## src/rtl/hex_rate_counter_pkg.sv

```systemverilog
// -----------------------------------------------------------------------------
// hex_rate_counter_pkg
//
// Shared definitions for the hex rate counter slice.
//   speed_e        : encodings of the SpeedSel rate-select input
//   period_clocks  : returns the count period P, in clocks, for a rate select
//                    given the board clock frequency in Hz
// -----------------------------------------------------------------------------
package hex_rate_counter_pkg;

    typedef enum logic [1:0] {
        SPEED_FAST    = 2'b00,  // one count per enabled clock
        SPEED_1HZ     = 2'b01,  // one count per second
        SPEED_HALF    = 2'b10,  // one count every two seconds
        SPEED_QUARTER = 2'b11   // one count every four seconds
    } speed_e;

    // Period P in clocks for each rate select. The slowest setting is
    // 4*clk_freq, which is what sizes the divider's down-counter.
    function automatic int unsigned period_clocks(input logic [1:0] sel,
                                                  input int unsigned clk_freq);
        int unsigned p;
        case (speed_e'(sel))
            SPEED_FAST: p = 1;
            SPEED_1HZ:  p = clk_freq;
            SPEED_HALF: p = 2 * clk_freq;
            default:    p = 4 * clk_freq;
        endcase
        return p;
    endfunction

endpackage

```

## src/rtl/hex_rate_counter_rate_divider.sv

```systemverilog
// -----------------------------------------------------------------------------
// rate_divider
//
// Down-counting rate divider. Emits Pulse on every enabled cycle in which the
// counter has reached zero; the counter then reloads to Period-1, so pulses
// are spaced exactly Period enabled cycles apart. While Enable is low the
// counter is frozen, preserving the phase across a pause.
//
// Ports
//   Clock   : system clock, rising edge
//   Reset   : asynchronous active-high reset, clears the counter to zero
//   Enable  : 1 = advance the divider, 0 = hold
//   Reload  : restart the period (load Period-1) regardless of Enable
//   Period  : period in clocks; must be at least 1
//   Pulse   : high when the counter is zero and Enable is high
// -----------------------------------------------------------------------------
module rate_divider #(
    parameter int WIDTH = 5
) (
    input  logic             Clock,
    input  logic             Reset,
    input  logic             Enable,
    input  logic             Reload,
    input  logic [WIDTH:0]   Period,
    output logic             Pulse
);

    logic [WIDTH-1:0] rate_count;
    logic [WIDTH-1:0] reload_value;

    // Period can be a power of two one bit wider than the counter; Period-1
    // always fits in WIDTH bits.
    assign reload_value = WIDTH'(Period - (WIDTH + 1)'(1));

    assign Pulse = Enable & (rate_count == '0);

    // NOTE: sequential state uses non-blocking assignments so every register
    // samples the pre-edge values, regardless of block ordering.
    always_ff @(posedge Clock or posedge Reset) begin
        if (Reset) begin
            rate_count <= '0;
        end else if (Reload) begin
            rate_count <= reload_value;
        end else if (Enable) begin
            if (rate_count == '0) begin
                rate_count <= reload_value;
            end else begin
                rate_count <= rate_count - 1'b1;
            end
        end
    end

endmodule

```

## src/rtl/hex_rate_counter.sv

```systemverilog
// -----------------------------------------------------------------------------
// hex_rate_counter
//
// Multi-digit hex counter for driving a row of 7-segment decoders. Digit k of
// the count is Value[4k+3:4k]; the whole count is one binary register, so
// digit carries ripple naturally.
//
// Ports
//   Clock    : system clock, all state changes on the rising edge
//   Reset    : asynchronous active-high reset
//   Enable   : 1 = count at the selected rate, 0 = pause with all state held
//   SpeedSel : rate select (see hex_rate_counter_pkg::speed_e)
//   UpDown   : 1 = increment, 0 = decrement; sampled on Tick edges only
//   Load     : synchronous parallel load strobe, works regardless of Enable
//   Data     : parallel load value
//   Value    : current count (the register itself, no output latency)
//   Tick     : high in the cycle whose closing edge steps Value
//   Wrap     : high with Tick when that step wraps (all-F->0 or 0->all-F)
//
// Per-edge priority: Reset, Load, rate change, pause, Tick, divider step.
// -----------------------------------------------------------------------------
module hex_rate_counter
    import hex_rate_counter_pkg::*;
#(
    parameter int CLK_FREQ   = 50000000,
    parameter int NUM_DIGITS = 2
) (
    input  logic                    Clock,
    input  logic                    Reset,
    input  logic                    Enable,
    input  logic [1:0]              SpeedSel,
    input  logic                    UpDown,
    input  logic                    Load,
    input  logic [4*NUM_DIGITS-1:0] Data,
    output logic [4*NUM_DIGITS-1:0] Value,
    output logic                    Tick,
    output logic                    Wrap
);

    localparam int VW = 4 * NUM_DIGITS;
    localparam int CW = $clog2(4 * CLK_FREQ);

    logic [1:0]  speed_prev;
    logic        speed_change;
    logic        reload;
    logic        pulse;
    logic [CW:0] period;

    // A change of rate select restarts the period at the new rate instead of
    // finishing the old one, so a slow->fast switch takes effect promptly.
    assign speed_change = (SpeedSel != speed_prev);
    assign reload       = Load | speed_change;
    assign period       = (CW + 1)'(period_clocks(SpeedSel, CLK_FREQ));

    rate_divider #(
        .WIDTH (CW)
    ) u_rate_divider (
        .Clock  (Clock),
        .Reset  (Reset),
        .Enable (Enable),
        .Reload (reload),
        .Period (period),
        .Pulse  (pulse)
    );

    // The divider's pulse only becomes a count when nothing of higher
    // priority owns this edge; Reset is gated in so outputs stay quiet
    // while the divider sits at zero during reset.
    assign Tick = pulse & ~Load & ~speed_change & ~Reset;

    // Carry out of the top bit on increment, borrow on decrement.
    assign Wrap = Tick & (UpDown ? (&Value) : ~(|Value));

    always_ff @(posedge Clock or posedge Reset) begin
        if (Reset) begin
            Value      <= '0;
            speed_prev <= SPEED_FAST;
        end else begin
            speed_prev <= SpeedSel;
            if (Load) begin
                Value <= Data;
            end else if (Tick) begin
                Value <= UpDown ? Value + VW'(1) : Value - VW'(1);
            end
        end
    end

endmodule

```

## config.mk

```make
export PLATFORM = sky130hd
export DESIGN_NAME = hex_rate_counter
export DESIGN_NICKNAME = d
export VERILOG_FILES = /design/src/rtl/hex_rate_counter_pkg.sv /design/src/rtl/hex_rate_counter_rate_divider.sv /design/src/rtl/hex_rate_counter.sv
export SDC_FILE = /design/constraint.sdc
export NUM_CORES = 1
export LEC_CHECK = 0
export CORE_MARGIN = 2
export CORE_UTILIZATION = 63
export DETAILED_ROUTE_END_ITERATION = 6
export HOLD_SLACK_MARGIN = 0.15
export PLACE_DENSITY_LB_ADDON = 0.2
export SKIP_LAST_GASP = 1
export SLEW_MARGIN = 25
export SYNTH_ARGS = -nofsm -noshare
export SYNTH_HDL_FRONTEND = slang
export SYNTH_SLANG_ARGS = --single-unit
```

## constraint.sdc

```tcl
create_clock -name Clock -period 4.5 [get_ports Clock]
set_clock_uncertainty 0.05 [all_clocks]
set_input_delay 0.45 -clock Clock [delete_from_list [all_inputs] [get_ports Clock]]
set_output_delay 0.45 -clock Clock [all_outputs]
set_load 0.02 [all_outputs]
```

Yosys cells after proc, flatten, opt, wreduce, memory -nomap -nowiden --
Cells that the tools add are included.
Cells by class: div/mod/pow operators 0, equality and inequality tests 3, shift-type cells 0, multiply operators 0, magnitude comparators 0, bitwise logic cells 10, muxes and demuxes 8, $add $sub $neg 4, reduce and logical (&&, ||, !) cells 6
Operator list (number):
- $mux 28 | 3
- $pmux 28 s3 | 1
- $sub 28x1->28 const B | 2
- $logic_not 28->1 | 1
- $mux 8 | 3
- $add 8x1->8 const B | 1
- $reduce_and 8->1 | 1
- $reduce_or 8->1 | 1
- $sub 8x1->8 const B | 1
- $and 1x1->1 | 5
- $not 1->1 | 4
- $reduce_bool 2->1 | 2
- $eq 2x1->1 const B | 1
- $eq 2x2->1 const B | 1
- $logic_not 2->1 | 1
- $ne 2x2->1 | 1
- $mux 1 | 1
- $or 1x1->1 | 1
Word-level totals: output and inout port bits 10, bits in latches 0, memories 0, logic and storage cells 34, bits of input ports 15, flip-flop bits (word level) 38, memory bits (read-only) 0, RAM bits 0

Longest topological paths before layout --
Gate-level depths: netlist of run 1.
depth in word-level cells 7, gate-level depth with buffers 8, gate-level depth less buffers 8

Hierarchy --
A second synthesis of run 1 with hierarchy kept.
Second synthesis, totals: cells, all modules 390, area, all modules 3241.9 um^2
By module, submodules not included:
- rate_divider | seq. area each 700.7 um^2, cells an instance 302, instances 1, area an instance 2388.5 um^2
- hex_rate_counter | seq. area each 250.2 um^2, cells an instance 88, instances 1, area an instance 853.3 um^2

Least setup slack after synthesis of run 1 --
OpenSTA, ideal clock, no wires.
path kind register to register, from register u_rate_divider.rate_count[20], to register u_rate_divider.rate_count[19], slack 1859 ps, setup time 126 ps, path buffers 3, data required time 4324 ps, period minus slack after synthesis 2641 ps, data arrival time 2464 ps, stages on the path, launching flop included 9, path through dfrtp_1 -> or4_1 -> buf_2 -> or4_4 -> buf_6 -> o31ai_4 -> buf_6 -> nor4_2 -> a311o_1
On the way: longest elaborated chain between the ends 4
Ends and longest elaborated chain:
- from (decl) | RTL line hex_rate_counter_rate_divider.sv:28 | logic [WIDTH-1:0] rate_count;
- from (signal assigned) | RTL line hex_rate_counter_rate_divider.sv:43 | rate_count <= reload_value;
- from (signal assigned) | RTL line hex_rate_counter_rate_divider.sv:46 | rate_count <= reload_value;
- from (signal assigned) | RTL line hex_rate_counter_rate_divider.sv:48 | rate_count <= rate_count - 1'b1;
- $logic_not 28->1 | RTL line hex_rate_counter_rate_divider.sv:45 | if (rate_count == '0) begin
- $mux 28 | RTL line hex_rate_counter_rate_divider.sv:45
- $mux 28 | RTL line hex_rate_counter_rate_divider.sv:44 | end else if (Enable) begin
- $mux 28 | RTL line hex_rate_counter_rate_divider.sv:42 | end else if (Reload) begin
Every way passes these cells. The select of a mux whose other input is x is not followed. A chain may end at the register's enable or synchronous reset.

Final worst setup path of run 1 --
from register u_rate_divider.rate_count[0], to output Wrap
On the way: longest elaborated chain between the ends 6
Ends and longest elaborated chain:
- $logic_not 28->1 | RTL line hex_rate_counter_rate_divider.sv:35 | assign Pulse = Enable & (rate_count == '0);
- $and 1x1->1 | RTL line hex_rate_counter_rate_divider.sv:35
- $and 1x1->1 (3 in a row) | RTL line hex_rate_counter.sv:69 | assign Tick = pulse & ~Load & ~speed_change & ~Reset;
- $and 1x1->1 | RTL line hex_rate_counter.sv:72 | assign Wrap = Tick & (UpDown ? (&Value) : ~(|Value));
- to (decl) | RTL line hex_rate_counter.sv:37 | output logic Wrap
Every way passes these cells.

==> summary.md, run 1 <==
| Metric | Value |
|---|---|
| Commonest cells after routing, fill and taps aside | `dfrtp_1 (38), nand2_1 (29), nor3_1 (28)` |
| Sequential-to-total area share from yosys stat | `0.3316` |
| Final setup fails | `0` |
| Worst hold start | `u_rate_divider.rate_count[6]` |
| Ys Warns | `0` |
| Synth Net Count | `357` |
| Post-Route WL | `7.936 mm` |
| Max_cap viols | `0` |
| Largest net degree at the start of global routing | `24` |
| Syn Inst Count | `328` |
| Reg-to-Reg Start | `u_rate_divider.rate_count[7]` |
| Total GRT Usage | `0.3293` |
| Area growth from synthesis to layout | `13.05%` |
| Layout Nets | `379` |
| Num CTS Buffers | `5` |
| TNS Setup | `0 ns` |
| Buffers on Ports | `24` |
| RR Endpoint | `u_rate_divider.rate_count[27]` |
| Clock Path Buffers | `2` |
| Initial DRC Count | `316` |
| CTS resizes | `0` |
| Global-route wire length before repair | `13.17 mm` |
| Initial antenna violation count | `0` |
| WHS | `0.4659 ns` |
| Worst-path clk slew | `0.07 ns` |
| Synth Area per Inst | `8.743 um2` |
| Rows | `24` |
| Crit path time final | `3.512 ns` |
| Critical path launch point type | `register` |
| Vias in the first global route | `2660` |
| Slew Viols, Final | `0` |
| Initial core utilization | `0.6541` |
| Fin. Hold Viols | `0` |
| Crit path largest cell delay | `0.65 ns` |
| Min-delay worst type | `register to register` |
| Commonest non-fill, non-tap cell in the layout | `dfrtp_1` |
| Fmax | `0.2847 GHz` |
| Setup bufs post-CTS | `0` |
| Drt pass-1 iters | `5` |
| Setup crit start | `u_rate_divider.rate_count[0]` |
| Actual slew at the worst max-slew pin | `0.9754 ns` |
| Post-DRT Antenna Nets | `0` |
| FILL cells | `374` |
| CP max-delay cell | `or4b_2` |
| Status | `complete, no violations` |
| Post-DP HPWL | `5.833 mm` |
| TritonCTS clock tree | `done` |
| Via-to-Cell Ratio | `7.035` |
| Number of flops mapped to enable cells by yosys | `0` |
| Lkg Pwr | `1.216 nW` |
| Clk_lat worst skew | `0.30 ns` |
| RSZ-0062 raised after global routing | `false` |
| ANT cells | `0` |
| Core Area | `4384 um2` |
| GR Overflow Total | `0` |
| Hold Buf Count CTS | `0` |
| Die H | `71.47 um` |
| CP top delay family | `simple AND/OR/NAND/NOR gates` |
| Clk sinks | `38` |
| FF/Latch Area | `950.9 um2` |
| Distinct cell type count after synthesis | `64` |
| Count of buffer and inverter cells on the critical path | `3` |
| Critical Path Sink | `Wrap` |
| Ys flop type | `dfrtp_1` |
| #FFs+latches synth | `38` |
| WP data required | `4.00 ns` |
| FFs w/ async S/R, synth | `1.000` |
| Crit. End Element | `primary output` |
| Levels on crit path | `8` |
| Critical setup path kind | `register to primary output` |
| Multi-input logic area | `1793 um2` |
| Slew headroom | `0.3498` |
| Worst-path fanout max | `9` |
| Die W | `71.47 um` |
| Wire per inst | `19.69 um` |
| Root Driver | `clkbuf_8` |
| Routed vias | `2835` |
| Share of cells above drive strength 1 | `0.09402` |
| Htree depth | `2` |
| Critical Path, Cell by Cell | `inv_1 -> ha_1 -> or4b_2 -> nor3_1 -> nand4_1 -> clkinv_1 -> and2_1 -> clkdlybuf4s50_1` |
| IO Count | `25` |
| Cell Pwr Density | `284.8 nW/um2` |
| Final period utilization | `0.7805` |
| Area of the die | `5108 um2` |
| Worst Path Arrival | `3.01 ns` |
| Reg2Reg Depth | `5` |
| DRC viols | `0` |
| R2r setup slk | `1.06 ns` |
| Routability Congestion | `0.9550` |
| Power Total | `923.4 uW` |
| Synth Cell Area | `2868 um2` |
| Final Core Density | `0.7394` |
| Worst IR drop on VDD | `0.0002036 V` |
-- metal layers --
metal	up-vias	share of wire	global-route usage
li1	1318	-	-
met1	1362	0.42	0.4488
met2	135	0.46	0.4990
met3	20	0.091	0.09283
met4	0	0.028	0.1279
met5	-	0	0
-- flip-flops by register name (all words and copies together), names as in the netlist --
name,count
Value,8
u_rate_divider.rate_count,28
speed_prev,2
-- worst reg2reg max path: stages (launching register included) --
cell      delay (ns)
dfrtp_1         0.44
nor4_1          0.79
nand4_1         0.56
o31ai_4         0.97
nand3_1         0.35
o311ai_0        0.18
-- synth_stat cells (4+ instances only) --
library cell,n,area (um2)
nand3_1,10,50.05
nor4_2,7,87.58
inv_1,12,45.04
and3_1,5,31.28
nor2_1,23,86.33
a311o_1,4,40.04
a31oi_1,4,25.02
o211ai_1,7,52.55
clkbuf_1,10,37.54
or4_1,8,60.06
nand4_1,8,50.05
nor4_1,13,81.33
ha_1,13,162.7
or3_1,5,31.28
nand2_1,29,108.9
o21ai_0,13,65.06
a211o_1,4,35.03
a211oi_1,4,30.03
dfrtp_1,38,950.9
a22oi_1,6,45.04
xor2_1,7,61.31
nor3_1,29,145.1
a21oi_1,8,40.04
-- metrics by stage --
step / cell area [um2] / std cells / setup slack [ns]
2_1_floorplan: 2868 / 328 / 1.859
3_3_place_gp: 3151 / 395 / 1.057
3_5_place_dp: 3151 / 395 / 1.039
4_1_cts: 3242 / 403 / 0.9874
5_1_grt: 3242 / 403 / 0.8220
6_report: 3242 / 403 / 0.9876
-- kinds of logic after synthesis --
| group | Yosys count | share of synthesized area |
|---|---|---|
| muxes | 4 | 0.01440 |
| AOI/OAI and AO/OA | 74 | 0.1898 |
| buffers and inverters | 29 | 0.04799 |
| adders and majority gates | 14 | 0.06370 |
| and+or+nand+nor | 161 | 0.3281 |
| xor gates and xnor gates | 8 | 0.02443 |
| DFF | 38 | 0.3316 |
-- worst min-delay path by stage --
stage,to,slack (ns),cells past startpoint
2_1_floorplan,u_rate_divider.rate_count[6],0.42,1
3_3_place_gp,u_rate_divider.rate_count[6],0.43,1
3_5_place_dp,u_rate_divider.rate_count[6],0.45,1
4_1_cts,u_rate_divider.rate_count[6],0.47,1
5_1_grt,u_rate_divider.rate_count[6],0.50,1
6_report,u_rate_divider.rate_count[6],0.47,1
-- power by group --
part / switching (mW) / internal, mW / leakage [nW]
logic: 0.137 / 0.105 / 0.718
clock network: 0.123 / 0.124 / 0.0482
registers: 0.0566 / 0.379 / 0.450
-- area by class of cell --
| cell class | count | area share |
|---|---|---|
| Clock buffer | 7 | 0.02663 |
| Clock inverter | 1 | 0.001544 |
| Inverter | 13 | 0.01505 |
| Multi-Input combinational cell | 261 | 0.5531 |
| Sequential cell | 38 | 0.2933 |
| Tap cell | 52 | 0.02007 |
| Timing Repair Buffer | 31 | 0.09031 |
No activity file was read; power rests on OpenSTA's default activity.
==> run 2, diff against run 1 <==
Settings changed: CORE_UTILIZATION 63 to 58.
Clock period 4.5 ns to 3.5 ns, I/O delays scaled along.
==> summary.md, run 2 (synthesized netlist as in run 1, its figures left out) <==
| Metric | Value |
|---|---|
| Status | `complete, no violations` |
| Buffers on Ports | `24 (unchanged)` |
| Worst-path clk slew | `0.08 ns (about the same)` |
| Post-DRT Antenna Nets | `0 (unchanged)` |
| Setup WS post-layout | `0.2062 ns (-0.7814 ns)` |
| Critical setup path kind | `register to primary output` |
| Fmax | `0.3036 GHz` |
| Finished Layout Cells | `422 (+4.7%)` |
| TritonCTS clock tree | `done` |
| ANT cells | `0 (unchanged)` |
| Power Total | `1.209 mW (+31%)` |
| Actual slew at the worst max-slew pin | `0.7534 ns (-0.2220 ns)` |
| Post-DP HPWL | `5.974 mm (+2.4%)` |
| Area growth from synthesis to layout | `14.88%` |
| Final setup fails | `0 (unchanged)` |
| Min-delay worst type | `primary input to async pin` |
| CTS resizes | `0 (unchanged)` |
| Crit path largest cell delay | `0.64 ns (about the same)` |
| DRC viols | `0 (unchanged)` |
| Root Driver | `clkbuf_8` |
| GR Overflow Total | `0 (unchanged)` |
| Via-to-Cell Ratio | `6.718 (-4.5%)` |
| Global-route wire length before repair | `13.24 mm (+0.52%)` |
| Max_cap viols | `0 (unchanged)` |
| Initial antenna violation count | `0 (unchanged)` |
| Htree depth | `2 (unchanged)` |
| Slew Viols, Final | `0 (unchanged)` |
| Clk_lat worst skew | `0.30 ns (about the same)` |
| Wire per inst | `19.08 um (-3.1%)` |
| Num CTS Buffers | `5 (unchanged)` |
| Critical Path, Cell by Cell | `inv_1 -> ha_1 -> or4b_2 -> nor3_1 -> nand4_1 -> clkinv_1 -> and2_1 -> clkdlybuf4s50_1` |
| Drt pass-1 iters | `7 (+2)` |
| Register name with the most flops | `u_rate_divider.rate_count` |
| Commonest non-fill, non-tap cell in the layout | `dfrtp_1` |
| Worst IR drop on VDD | `0.0003035 V (+49%)` |
| Die H | `74.32 um (+4.0%)` |
| Share of cells above drive strength 1 | `0.1070 (+0.01303)` |
| Initial DRC Count | `260 (-18%)` |
| Slew headroom | `0.4954 (+0.1456)` |
| Area of the die | `5523 um2 (+8.1%)` |
| Setup bufs post-CTS | `0 (unchanged)` |
| Worst-path fanout max | `6 (-3)` |
| Lkg Pwr | `1.240 nW (+1.9%)` |
| IO Count | `25 (unchanged)` |
| Routed vias | `2835 (unchanged)` |
| WP data required | `3.10 ns (-0.90 ns)` |
| Pre-CTS setup slack | `0.4843 ns (-0.5550 ns)` |
| Largest net degree at the start of global routing | `24 (unchanged)` |
| Post-DP Area | `3199 um2 (+1.5%)` |
| RSZ-0062 raised after global routing | `false` |
| TNS Setup | `0 ns (unchanged)` |
| Worst Path Arrival | `2.89 ns (-0.12 ns)` |
| Crit path time final | `3.294 ns` |
| Critical path launch point type | `register` |
| Clock Path Buffers | `2 (unchanged)` |
| Post-Route WL | `8.051 mm (+1.4%)` |
| Dpl cells | `414 (+4.8%)` |
| Rows | `25 (+4.2%)` |
| Die W | `74.32 um (+4.0%)` |
| Fin. Hold Viols | `0 (unchanged)` |
| Core Area | `4755 um2 (+8.4%)` |
| Vias in the first global route | `2648 (-0.45%)` |
| Cell Pwr Density | `367.0 nW/um2 (+29%)` |
| Commonest cells after routing, fill and taps aside | `dfrtp_1 (38), nand2_1 (29), nor3_1 (28)` |
| Max FFs per register | `28 (unchanged)` |
| Cell area after layout | `3294 um2 (+1.6%)` |
| Hold Buf Count CTS | `0 (unchanged)` |
| Clk sinks | `38 (unchanged)` |
| Top Registers | `u_rate_divider.rate_count (28), Value (8), speed_prev (2)` |
| Initial core utilization | `0.6032 (-0.05095)` |
| Routability Congestion | `1.001 (+4.8%)` |
| Layout Nets | `383 (+1.1%)` |
| Total GRT Usage | `0.3185 (-0.01076)` |
| CP max-delay cell | `or4b_2` |
| Final period utilization | `0.9411` |
| Crit. End Element | `primary output` |
==> run 2: changes by cell type in the layout (fill, tap and decap cells not counted) <==
cell,change
clkbuf_1,-1
clkinv_1,-1
clkinvlp_4,+1
inv_1,+1
buf_4,+4
==> run 2: worst paths after layout <==
path / from / end / slack, ns / depth (start not counted)
worst max register to register: u_rate_divider.rate_count[20] / u_rate_divider.rate_count[7] / 0.53 / 6
max in group asynchronous: Reset / u_rate_divider.rate_count[15] / 2.20 / 3
worst min register to register: u_rate_divider.rate_count[6] / u_rate_divider.rate_count[6] / 0.50 / 1
min in group Clock: u_rate_divider.rate_count[6] / u_rate_divider.rate_count[6] / 0.50 / 1
worst max-delay path: u_rate_divider.rate_count[0] / Wrap / 0.21 / 8
worst min-delay path: Reset / Value[0] / 0.44 / 2
==> run 2: layout make-up <==
cell class	instances	area, um2
Clock inverter	2	12.51
Fill cell	420	1460
Tap cell	67	83.83
Sequential cell	38	950.9
Inverter	13	48.80
Multi-Input combinational cell	261	1793
Timing Repair Buffer	35	322.8
Clock buffer	6	82.58
==> run 2: stage by stage <==
stage                 util  hold WS, ns
global placement    0.6729       0.4576
CTS                 0.6929       0.4782
global route        0.6929       0.5064
floorplan                -       0.3314
finish              0.6929       0.4406
detailed placement  0.6729       0.4845
==> run 2: power breakdown <==
group | internal (mW) | total [mW] | switching (mW)
clock | 0.159 | 0.337 | 0.178
sequential | 0.487 | 0.559 | 0.0720
combinational | 0.138 | 0.313 | 0.175
==> run 2: routing by layer <==
layer	wire, um	GRT usage
met1	3463	0.4270
met4	280	0.1389
met2	3827	0.5069
met3	481	0.05827
met5	0	0
==> run 2: worst max-delay path, delay by kind of cell (launching register included) <==
kind	cells	cell delay (ns)
AND/OR/NAND/NOR	4	1.18
buffers and inverters	3	0.81
flip-flops	1	0.43
adder cells (fa/ha/maj)	1	0.17
